===== config.mk =====
export PLATFORM = sky130hd
export DESIGN_NAME = riscv_control_unit
export DESIGN_NICKNAME = d
export VERILOG_FILES = /design/src/rtl/riscv_control_unit.sv
export SDC_FILE = /design/constraint.sdc
export NUM_CORES = 1
export LEC_CHECK = 0
export ABC_AREA = 1
export CAP_MARGIN = 20
export CELL_PAD_IN_SITES_DETAIL_PLACEMENT = 2
export CELL_PAD_IN_SITES_GLOBAL_PLACEMENT = 2
export CORE_ASPECT_RATIO = 0.7
export CORE_MARGIN = 1
export CORE_UTILIZATION = 25
export DETAILED_ROUTE_END_ITERATION = 7
export GPL_TIMING_DRIVEN = 0
export HOLD_SLACK_MARGIN = 0.08
export PLACE_DENSITY_LB_ADDON = 0.1
export REMOVE_ABC_BUFFERS = 1
export SLEW_MARGIN = 15
export SYNTH_ARGS = -nofsm -noshare
export SYNTH_HDL_FRONTEND = slang
export SYNTH_SLANG_ARGS = --single-unit
export TNS_END_PERCENT = 20

===== constraint.sdc =====
create_clock -name clk -period 4.1 [get_ports clk]
set_input_delay 0.82 -clock clk [delete_from_list [all_inputs] [get_ports clk]]
set_output_delay 0.82 -clock clk [all_outputs]
set_load 0.01 [all_outputs]

===== src/rtl/riscv_control_unit.sv =====
// Multi-cycle RV32I control FSM: sequences FETCH/DECODE/EXEC/MEM/WB and counts retired instructions.
// Optional macro CTRL_ILLEGAL_TRAP_EN: illegal encodings park the FSM in TRAP instead of running as NOP.
module riscv_control_unit #(
  parameter int DWIDTH    = 32,
  parameter int CNT_WIDTH = 32
) (
  input  logic                 clk,
  input  logic                 reset,
  input  logic [DWIDTH-1:0]    irOut,
  input  logic                 comparatorOut,
  output logic                 irEn,
  output logic                 pcEn,
  output logic [1:0]           pcSelect,
  output logic                 regWrite,
  output logic                 aluSrc,
  output logic                 ramRdEn,
  output logic                 ramWrEn,
  output logic                 isByte,
  output logic                 isHalf,
  output logic                 isWord,
  output logic [1:0]           memToReg,
  output logic                 trap,
  output logic [CNT_WIDTH-1:0] retireCount
);

  localparam logic [6:0] OP_R      = 7'b0110011;
  localparam logic [6:0] OP_I      = 7'b0010011;
  localparam logic [6:0] OP_LUI    = 7'b0110111;
  localparam logic [6:0] OP_AUIPC  = 7'b0010111;
  localparam logic [6:0] OP_JAL    = 7'b1101111;
  localparam logic [6:0] OP_JALR   = 7'b1100111;
  localparam logic [6:0] OP_BRANCH = 7'b1100011;
  localparam logic [6:0] OP_LOAD   = 7'b0000011;
  localparam logic [6:0] OP_STORE  = 7'b0100011;

  typedef enum logic [2:0] {
    FETCH, DECODE, EXEC, MEM, WB
`ifdef CTRL_ILLEGAL_TRAP_EN
    , TRAP
`endif
  } state_t;

  state_t                 state_reg, state_next;
  logic [CNT_WIDTH-1:0]   count_reg;
  logic [6:0]             opcode;
  logic [2:0]             funct3;
  logic                   is_load, is_store, known_op, illegal;
  logic                   ir_en, pc_en, reg_write, alu_src, ram_rd, ram_wr;
  logic                   is_byte, is_half, is_word, trap_c;
  logic [1:0]             pc_select, mem_to_reg;

  // The branch decision lives in the PC block; remaining IR bits are datapath-only.
  logic [DWIDTH-10:0]     unused_bits;
  assign unused_bits = {comparatorOut, irOut[DWIDTH-1:15], irOut[11:7]};

  assign opcode   = irOut[6:0];
  assign funct3   = irOut[14:12];
  assign is_load  = (opcode == OP_LOAD);
  assign is_store = (opcode == OP_STORE);
  assign known_op = (opcode == OP_R) || (opcode == OP_I) || (opcode == OP_LUI) ||
                    (opcode == OP_AUIPC) || (opcode == OP_JAL) || (opcode == OP_JALR) ||
                    (opcode == OP_BRANCH) || is_load || is_store;
  assign illegal  = !known_op || (irOut == '0) ||
                    (is_load && ((funct3 == 3'b011) || (funct3[2:1] == 2'b11))) ||
                    (is_store && (funct3[2] || (funct3[1:0] == 2'b11)));

  always_comb begin
    state_next = state_reg;
    ir_en      = 1'b0;
    pc_en      = 1'b0;
    pc_select  = 2'b00;
    reg_write  = 1'b0;
    alu_src    = 1'b0;
    ram_rd     = 1'b0;
    ram_wr     = 1'b0;
    is_byte    = 1'b0;
    is_half    = 1'b0;
    is_word    = 1'b0;
    mem_to_reg = 2'b00;
    trap_c     = 1'b0;
    case (state_reg)
      FETCH: begin
        ir_en      = 1'b1;
        state_next = DECODE;
      end
      DECODE: begin
`ifdef CTRL_ILLEGAL_TRAP_EN
        state_next = illegal ? TRAP : EXEC;
`else
        state_next = EXEC;
`endif
      end
      EXEC: begin
        state_next = FETCH;
        if (illegal) begin
          pc_en = 1'b1;
        end else begin
          case (opcode)
            OP_R:      begin reg_write = 1'b1; pc_en = 1'b1; end
            OP_I:      begin alu_src = 1'b1; reg_write = 1'b1; pc_en = 1'b1; end
            OP_LUI:    begin reg_write = 1'b1; mem_to_reg = 2'b11; pc_en = 1'b1; end
            OP_AUIPC:  begin alu_src = 1'b1; reg_write = 1'b1; pc_en = 1'b1; end
            OP_JAL:    begin reg_write = 1'b1; mem_to_reg = 2'b10; pc_en = 1'b1; pc_select = 2'b10; end
            OP_JALR:   begin
              alu_src = 1'b1; reg_write = 1'b1; mem_to_reg = 2'b10; pc_en = 1'b1; pc_select = 2'b11;
            end
            OP_BRANCH: begin pc_en = 1'b1; pc_select = 2'b01; end
            default:   begin alu_src = 1'b1; state_next = MEM; end
          endcase
        end
      end
      MEM: begin
        alu_src = 1'b1;
        is_byte = (funct3[1:0] == 2'b00);
        is_half = (funct3[1:0] == 2'b01);
        is_word = (funct3[1:0] == 2'b10);
        if (is_load) begin
          ram_rd     = 1'b1;
          state_next = WB;
        end else begin
          ram_wr     = 1'b1;
          pc_en      = 1'b1;
          state_next = FETCH;
        end
      end
      WB: begin
        ram_rd     = 1'b1;
        alu_src    = 1'b1;
        reg_write  = 1'b1;
        mem_to_reg = 2'b01;
        pc_en      = 1'b1;
        is_byte    = (funct3[1:0] == 2'b00);
        is_half    = (funct3[1:0] == 2'b01);
        is_word    = (funct3[1:0] == 2'b10);
        state_next = FETCH;
      end
`ifdef CTRL_ILLEGAL_TRAP_EN
      TRAP: trap_c = 1'b1;
`endif
      default: state_next = FETCH;
    endcase
  end

  // Everything is held at 0 while reset is low so an aborted instruction has no side effects.
  assign irEn        = reset & ir_en;
  assign pcEn        = reset & pc_en;
  assign pcSelect    = reset ? pc_select : 2'b00;
  assign regWrite    = reset & reg_write;
  assign aluSrc      = reset & alu_src;
  assign ramRdEn     = reset & ram_rd;
  assign ramWrEn     = reset & ram_wr;
  assign isByte      = reset & is_byte;
  assign isHalf      = reset & is_half;
  assign isWord      = reset & is_word;
  assign memToReg    = reset ? mem_to_reg : 2'b00;
  assign trap        = reset & trap_c;
  assign retireCount = reset ? count_reg : '0;

  always_ff @(posedge clk) begin
    if (!reset) begin
      state_reg <= FETCH;
      count_reg <= '0;
    end else begin
      state_reg <= state_next;
      if (pcEn) count_reg <= count_reg + {{(CNT_WIDTH-1){1'b0}}, 1'b1};
    end
  end

endmodule


# Word level (Yosys, flattened, before mapping)
# Cells that the tools add are included.
# classes
addsub	1
n_eq_ne	18
n_bitwise	9
mux	30
n_reduce_logical	24
# op_table
op	n
32-bit by 1-bit adder with 32-bit output, second input constant	1
32-bit zero test	1
32-bit two-way mux	1
7-bit by 6-bit equality test with 1-bit output, second input constant	3
7-bit equality test, second input constant	3
7-bit by 5-bit equality test with 1-bit output, second input constant	2
2-bit two-way mux	7
1-bit logical OR	13
1-bit two-way mux	13
3-bit one-hot mux with 4 select lines	1
1-bit bitwise AND	9
3-bit by 2-bit equality test with 1-bit output, second input constant	3
2-bit one-hot mux with 2 select lines	2
7-bit by 2-bit equality test with 1-bit output, second input constant	1
7-bit OR reduction	1
2-bit equality test, second input constant	3
1-bit one-hot mux with 2 select lines	3
2-bit one-hot mux with 3 select lines	1
6-bit OR reduction	1
2-bit OR reduction	2
4-bit OR reduction	1
3-bit by 1-bit equality test with 1-bit output, second input constant	1
3-bit equality test, second input constant	1
3-bit zero test	1
6 further kinds	7
# totals
elab_cells	84
out_inout_bits	46
regBits	35

# Longest topological paths before layout
# Gate-level depths: netlist (run 1).
# logic_depth
depth_word	16
mapped_depth	13

# Worst setup path before layout (run 1)
# No wires, ideal clock.
# synth_timing
path_type	input port to output port
from	input port irOut[3]
to	output port aluSrc
required_ns	3.280
slack_ns	1.568
arrival_time_ns	1.712
path_stages	6
path_cell_list	nor2_2 > nand2_2 > nor2_4 > nand3b_1 > nand4_1 > o21ai_0
# synth_via
elab_chain_cells	16
# synth_rtl
item	line_no	rtl
from (decl)	9	input logic [DWIDTH-1:0] irOut,
7-bit by 6-bit equality test with 1-bit output or 7-bit by 5-bit equality test with 1-bit output (tied branches)	60, 98	
1-bit logical OR (3 in a row)	60	assign known_op = (opcode == OP_R) || (opcode == OP_I) || (opcode == OP_LUI) ||
1-bit logical OR (3 in a row)	61	(opcode == OP_AUIPC) || (opcode == OP_JAL) || (opcode == OP_JALR) ||
1-bit logical OR (2 in a row)	62	(opcode == OP_BRANCH) || is_load || is_store;
1-bit zero test	63	assign illegal = !known_op || (irOut == '0) ||
1-bit logical OR (2 in a row)	63	
1-bit logical OR	64	(is_load && ((funct3 == 3'b011) || (funct3[2:1] == 2'b11))) ||
1-bit two-way mux *	95	if (illegal) begin
1-bit one-hot mux with 2 select lines *	81	case (state_reg)
1-bit bitwise AND *	149	assign aluSrc = reset & alu_src;
to (decl)	15	output logic aluSrc,
# Mark *: on every way between the ends. The rest lies on a longest branch, timed or not.

# Worst setup path in the final report (run 1)
# layout_timing
from	input port irOut[3]
to	output port pcEn
# layout_via
elab_chain_cells	16
# layout_rtl
item	line_no	rtl
7-bit by 6-bit equality test with 1-bit output or 7-bit by 5-bit equality test with 1-bit output (tied branches)	60, 98	
1-bit logical OR (3 in a row)	60	
1-bit logical OR (3 in a row)	61	
1-bit logical OR (2 in a row)	62	
1-bit zero test	63	
1-bit logical OR (2 in a row)	63	
1-bit logical OR	64	
1-bit two-way mux	95	
1-bit one-hot mux with 3 select lines *	81	
1-bit bitwise AND *	146	assign pcEn = reset & pc_en;
to (decl)	12	output logic pcEn,
# Marks and branches as above.

==> impl_metrics.toml, run 1 <==
[grt]
first_global_vias = 3229
grt_usage_pct = 18.15
grt_start_max_net_pins = 48
antenna_found_initial = 0
grt_remaining_overflow = 0
grt_pass1_wl_um = 16140

[cts]
cts_root_buffer = "clkbuf_16"
cts_buffer_depth = 2
cts_made_buffers = 5
clock_sinks = 35
cts_tree = "done"
clk_latency_ps = 280
h-tree-depth = 2
hold_buffers = 0
path_clk_slew_ps = 60

[flow_run]
cap_violations = 0

[placed_design]
numPlacedInstances = 650
gp_congestion = 0.7627
placed_cell_area_mm2 = 0.003336
numPortBuffers = 56
dp_hpwl_um = 7523

[setup_path]
crit_required_ps = 3280
crit_type = "in2out"
path_delay_family = "buffers and inverters"
slowest_stage = "clkdlybuf4s50_1"
r2r_start = "count_reg[3]"
r2r_slack_ps = 2170
crit-reg2reg-capture = "count_reg[17]"
start_kind = "input pin"
critPathCaptureType = "primary output"
worst_ep_arrival_time_ps = 3080
critPathMaxStageDelay_ps = 520
ff2ff_path_depth = 7
path_cells = "clkdlybuf4s50_1 > inv_1 > nand3_1 > nor2_1 > nor2_2 > nand4_1 > nand2_2 > nand2_8 > nand2_4 > inv_1 > clkdlybuf4s50_1"
worst-path-max-fanout = 15
path_buf_inv = 4

[die]
die_w_um = 125.8
dieArea_mm2 = 0.01116
start_util_pct = 25.82
die_y_um = 88.69
fp-row-count = 31
core_mm2 = 0.01040
ioPinCount = 81

[layout]
final-instance-count-excl-fill = 662
fillers = 1283
seq_area_um2 = 700.7
drive_gt1_share_pct = 6.792
multi_input_area_mm2 = 0.001630
stdcell_area_mm2 = 0.003546
nets = 567
antenna_cells = 0
largest_reg_flops = 32
area_delta_synth_final_pct = 32.12

[power]
p_per_area_mw_per_mm2 = 225.1
clkPwrFrac_pct = 45.2
power_w = 0.0007983
internal-power_w = 0.0005928
p_leak_nw = 1.563
peakVddDrop_v = 0.0001061
swShare_pct = 25.73
netSwitchingPower_w = 0.0002054
seqPwrFrac_pct = 43.3
p_comb_share_pct = 11.5

[logic_synthesis]
yosys_warnings = 0
synth_edf_count = 0
synth_top_family_by_area = "simple AND/OR/NAND/NOR gates"
synth_compound_area_share_pct = 7.506
synth.mux.area_fraction_pct = 0
ys_ff_latch = 35
seq_area_frac_synth_pct = 26.11
synth-simple-area-share_pct = 48.76
async_flop_share_pct = 0
ys_types = 34
syn_avg_cell_area_um2 = 5.638
syn_area_mm2 = 0.002684
synth-adder-area-share_pct = 0.4662
synth_xor_area_share_pct = 1.958
synth-main-ff-cell = "dfxtp_1"
synth_cells = 476

[min_path]
hp-start = "count_reg[30]"
holdPathEnd = "count_reg[30]"
min_path_type = "reg2reg"
whs_path_depth = 2

[timing]
slew_violations = 0
fin_worst_skew_ps = 5.313
timing.max_slew.rel_slack_pct = 50.95
fmax_mhz = 256.1
worst_pin_slew_ps = 735.7
fin_crit_sh_pct = 95.22
layout_min_cycle_time_ps = 3904
rsz0062_at_grt = "false"
setup_viol = 0
hold_violations = 0
holdWs_ps = 505.0

[route]
viasPerCell = 4.761
first_pass_iters = 4
ant_nets = 0
vias = 3152
drt-initial-drc-count = 77
wl_per_cell_um = 15.36
drc = 0
totalWireLength_um = 10170

[outcome]
status = "completed"
==> how the worst max path moves through the flow <==
| stage | start | end | slack (ps) | cells after the start |
|---|---|---|---|---|
| 5_1_grt | irOut[6] | pcEn | 40 | 10 |
| 3_3_place_gp | reset | pcEn | -1320 | 4 |
| 6_report | irOut[3] | pcEn | 200 | 11 |
| 3_5_place_dp | irOut[6] | pcEn | -660 | 10 |
| 2_1_floorplan | irOut[3] | pcEn | 1100 | 9 |
| 4_1_cts | irOut[6] | pcEn | 20 | 10 |
==> Yosys cell counts (3+ instances only) <==
| cell | count | area, um2 |
|---|---|---|
| nor3_1 | 8 | 40.04 |
| clkbuf_1 | 6 | 22.52 |
| nor2_1 | 64 | 240.2 |
| a21oi_1 | 26 | 130.1 |
| nand3b_1 | 8 | 60.06 |
| o21ai_0 | 7 | 35.03 |
| inv_1 | 76 | 285.3 |
| nand4_1 | 6 | 37.54 |
| nor2_2 | 7 | 43.79 |
| nand2_2 | 5 | 31.28 |
| nand3_1 | 44 | 220.2 |
| xnor2_1 | 3 | 26.28 |
| nand2_1 | 148 | 555.5 |
| inv_2 | 4 | 15.01 |
| dfxtp_1 | 35 | 700.7 |
| xor2_1 | 3 | 26.28 |
| buf_6 | 4 | 45.04 |
==> kinds of logic (layout without fill, tap and decap cells) <==
family / after synthesis / after routing
DFF: 35 / 35
xor gates and xnor gates: 6 / 6
other: 1 / 1
adders and majority gates: 1 / 1
and+or+nand+nor: 298 / 300
buffers and inverters: 97 / 149
AOI/OAI and AO/OA: 38 / 38
==> per-layer routing <==
| metal | share of wire (%) | GRT usage (%) |
|---|---|---|
| met5 | 0 | 0 |
| met4 | 0.54 | 2.957 |
| met3 | 2.5 | 3.023 |
| met2 | 43 | 29.75 |
| met1 | 54 | 25.46 |
==> power groups by stage <==
stage	Sequential (W)	Combinational [W]	Clock, W
floorplan	0.000352	0.0000330	0
global placement	0.000353	0.0000742	0
detailed placement	0.000353	0.0000788	0
CTS	0.000346	0.0000815	0.000373
global route	0.000346	0.000100	0.000387
finish	0.000346	0.0000917	0.000361
==> repair_timing <==
| item | 4_1_cts | 5_1_grt |
|---|---|---|
| endpoints found under the setup margin | 1 | 1 |
| pin swaps | 0 | 2 |
| setup buffers | 0 | 4 |
| cloned | 0 | 2 |
| gates resized for setup | 3 | 2 |
==> layout by cell type, fill, tap and decap left out, types with 4 or more instances in the layout <==
master           Yosys  final
a21oi_1             26     26
buf_4                2      4
clkbuf_16            0      5
clkdlybuf4s50_1      0     55
dfxtp_1             35     35
inv_1               76     76
inv_2                4      4
nand2_1            148    147
nand2_2              5      4
nand3_1             44     44
nand3b_1             8      8
nand4_1              6      6
nor2_1              64     64
nor2_2               7      7
nor3_1               8      8
o21ai_0              7      7
==> worst register-to-register path: stages (launching register included) <==
cell     delay [ps]
dfxtp_1         410
nand2_1         170
nor2_2          310
nand2_1         210
nor4_1          430
nand3_1         140
nand2_1          90
nor2_1           40
==> area by class of cell <==
| type | count | area share [%] |
|---|---|---|
| clock buffers | 6 | 3.634 |
| inverters | 82 | 8.680 |
| multi-input cells | 346 | 45.98 |
| flip-flops and latches | 35 | 19.76 |
| well taps | 132 | 4.658 |
| repair buffers | 61 | 17.29 |
==> through the flow <==
step / util, % / setup slack (ps) / setup TNS, ps
after floorplan: - / 1102 / 0
after global placement: 31.87 / -1320 / -38250
after detailed placement: 32.09 / -660.3 / -660.3
after CTS: 33.51 / 21.69 / 0
after global routing: 34.11 / 44.87 / 0
final: 34.11 / 195.8 / 0
No activity file was read; power rests on OpenSTA's default activity.
==> run 2, diff against run 1 <==
- SETUP_SLACK_MARGIN: not set -> 0.02
==> results of run 2 <==
Same layout as run 1: the final DEF is identical, and so are final timing and power.
==> run 3, diff against run 2 <==
- CORE_MARGIN: 1 -> not set
==> results of run 3 <==
Same layout as run 1: the final DEF is identical, and so are final timing and power.
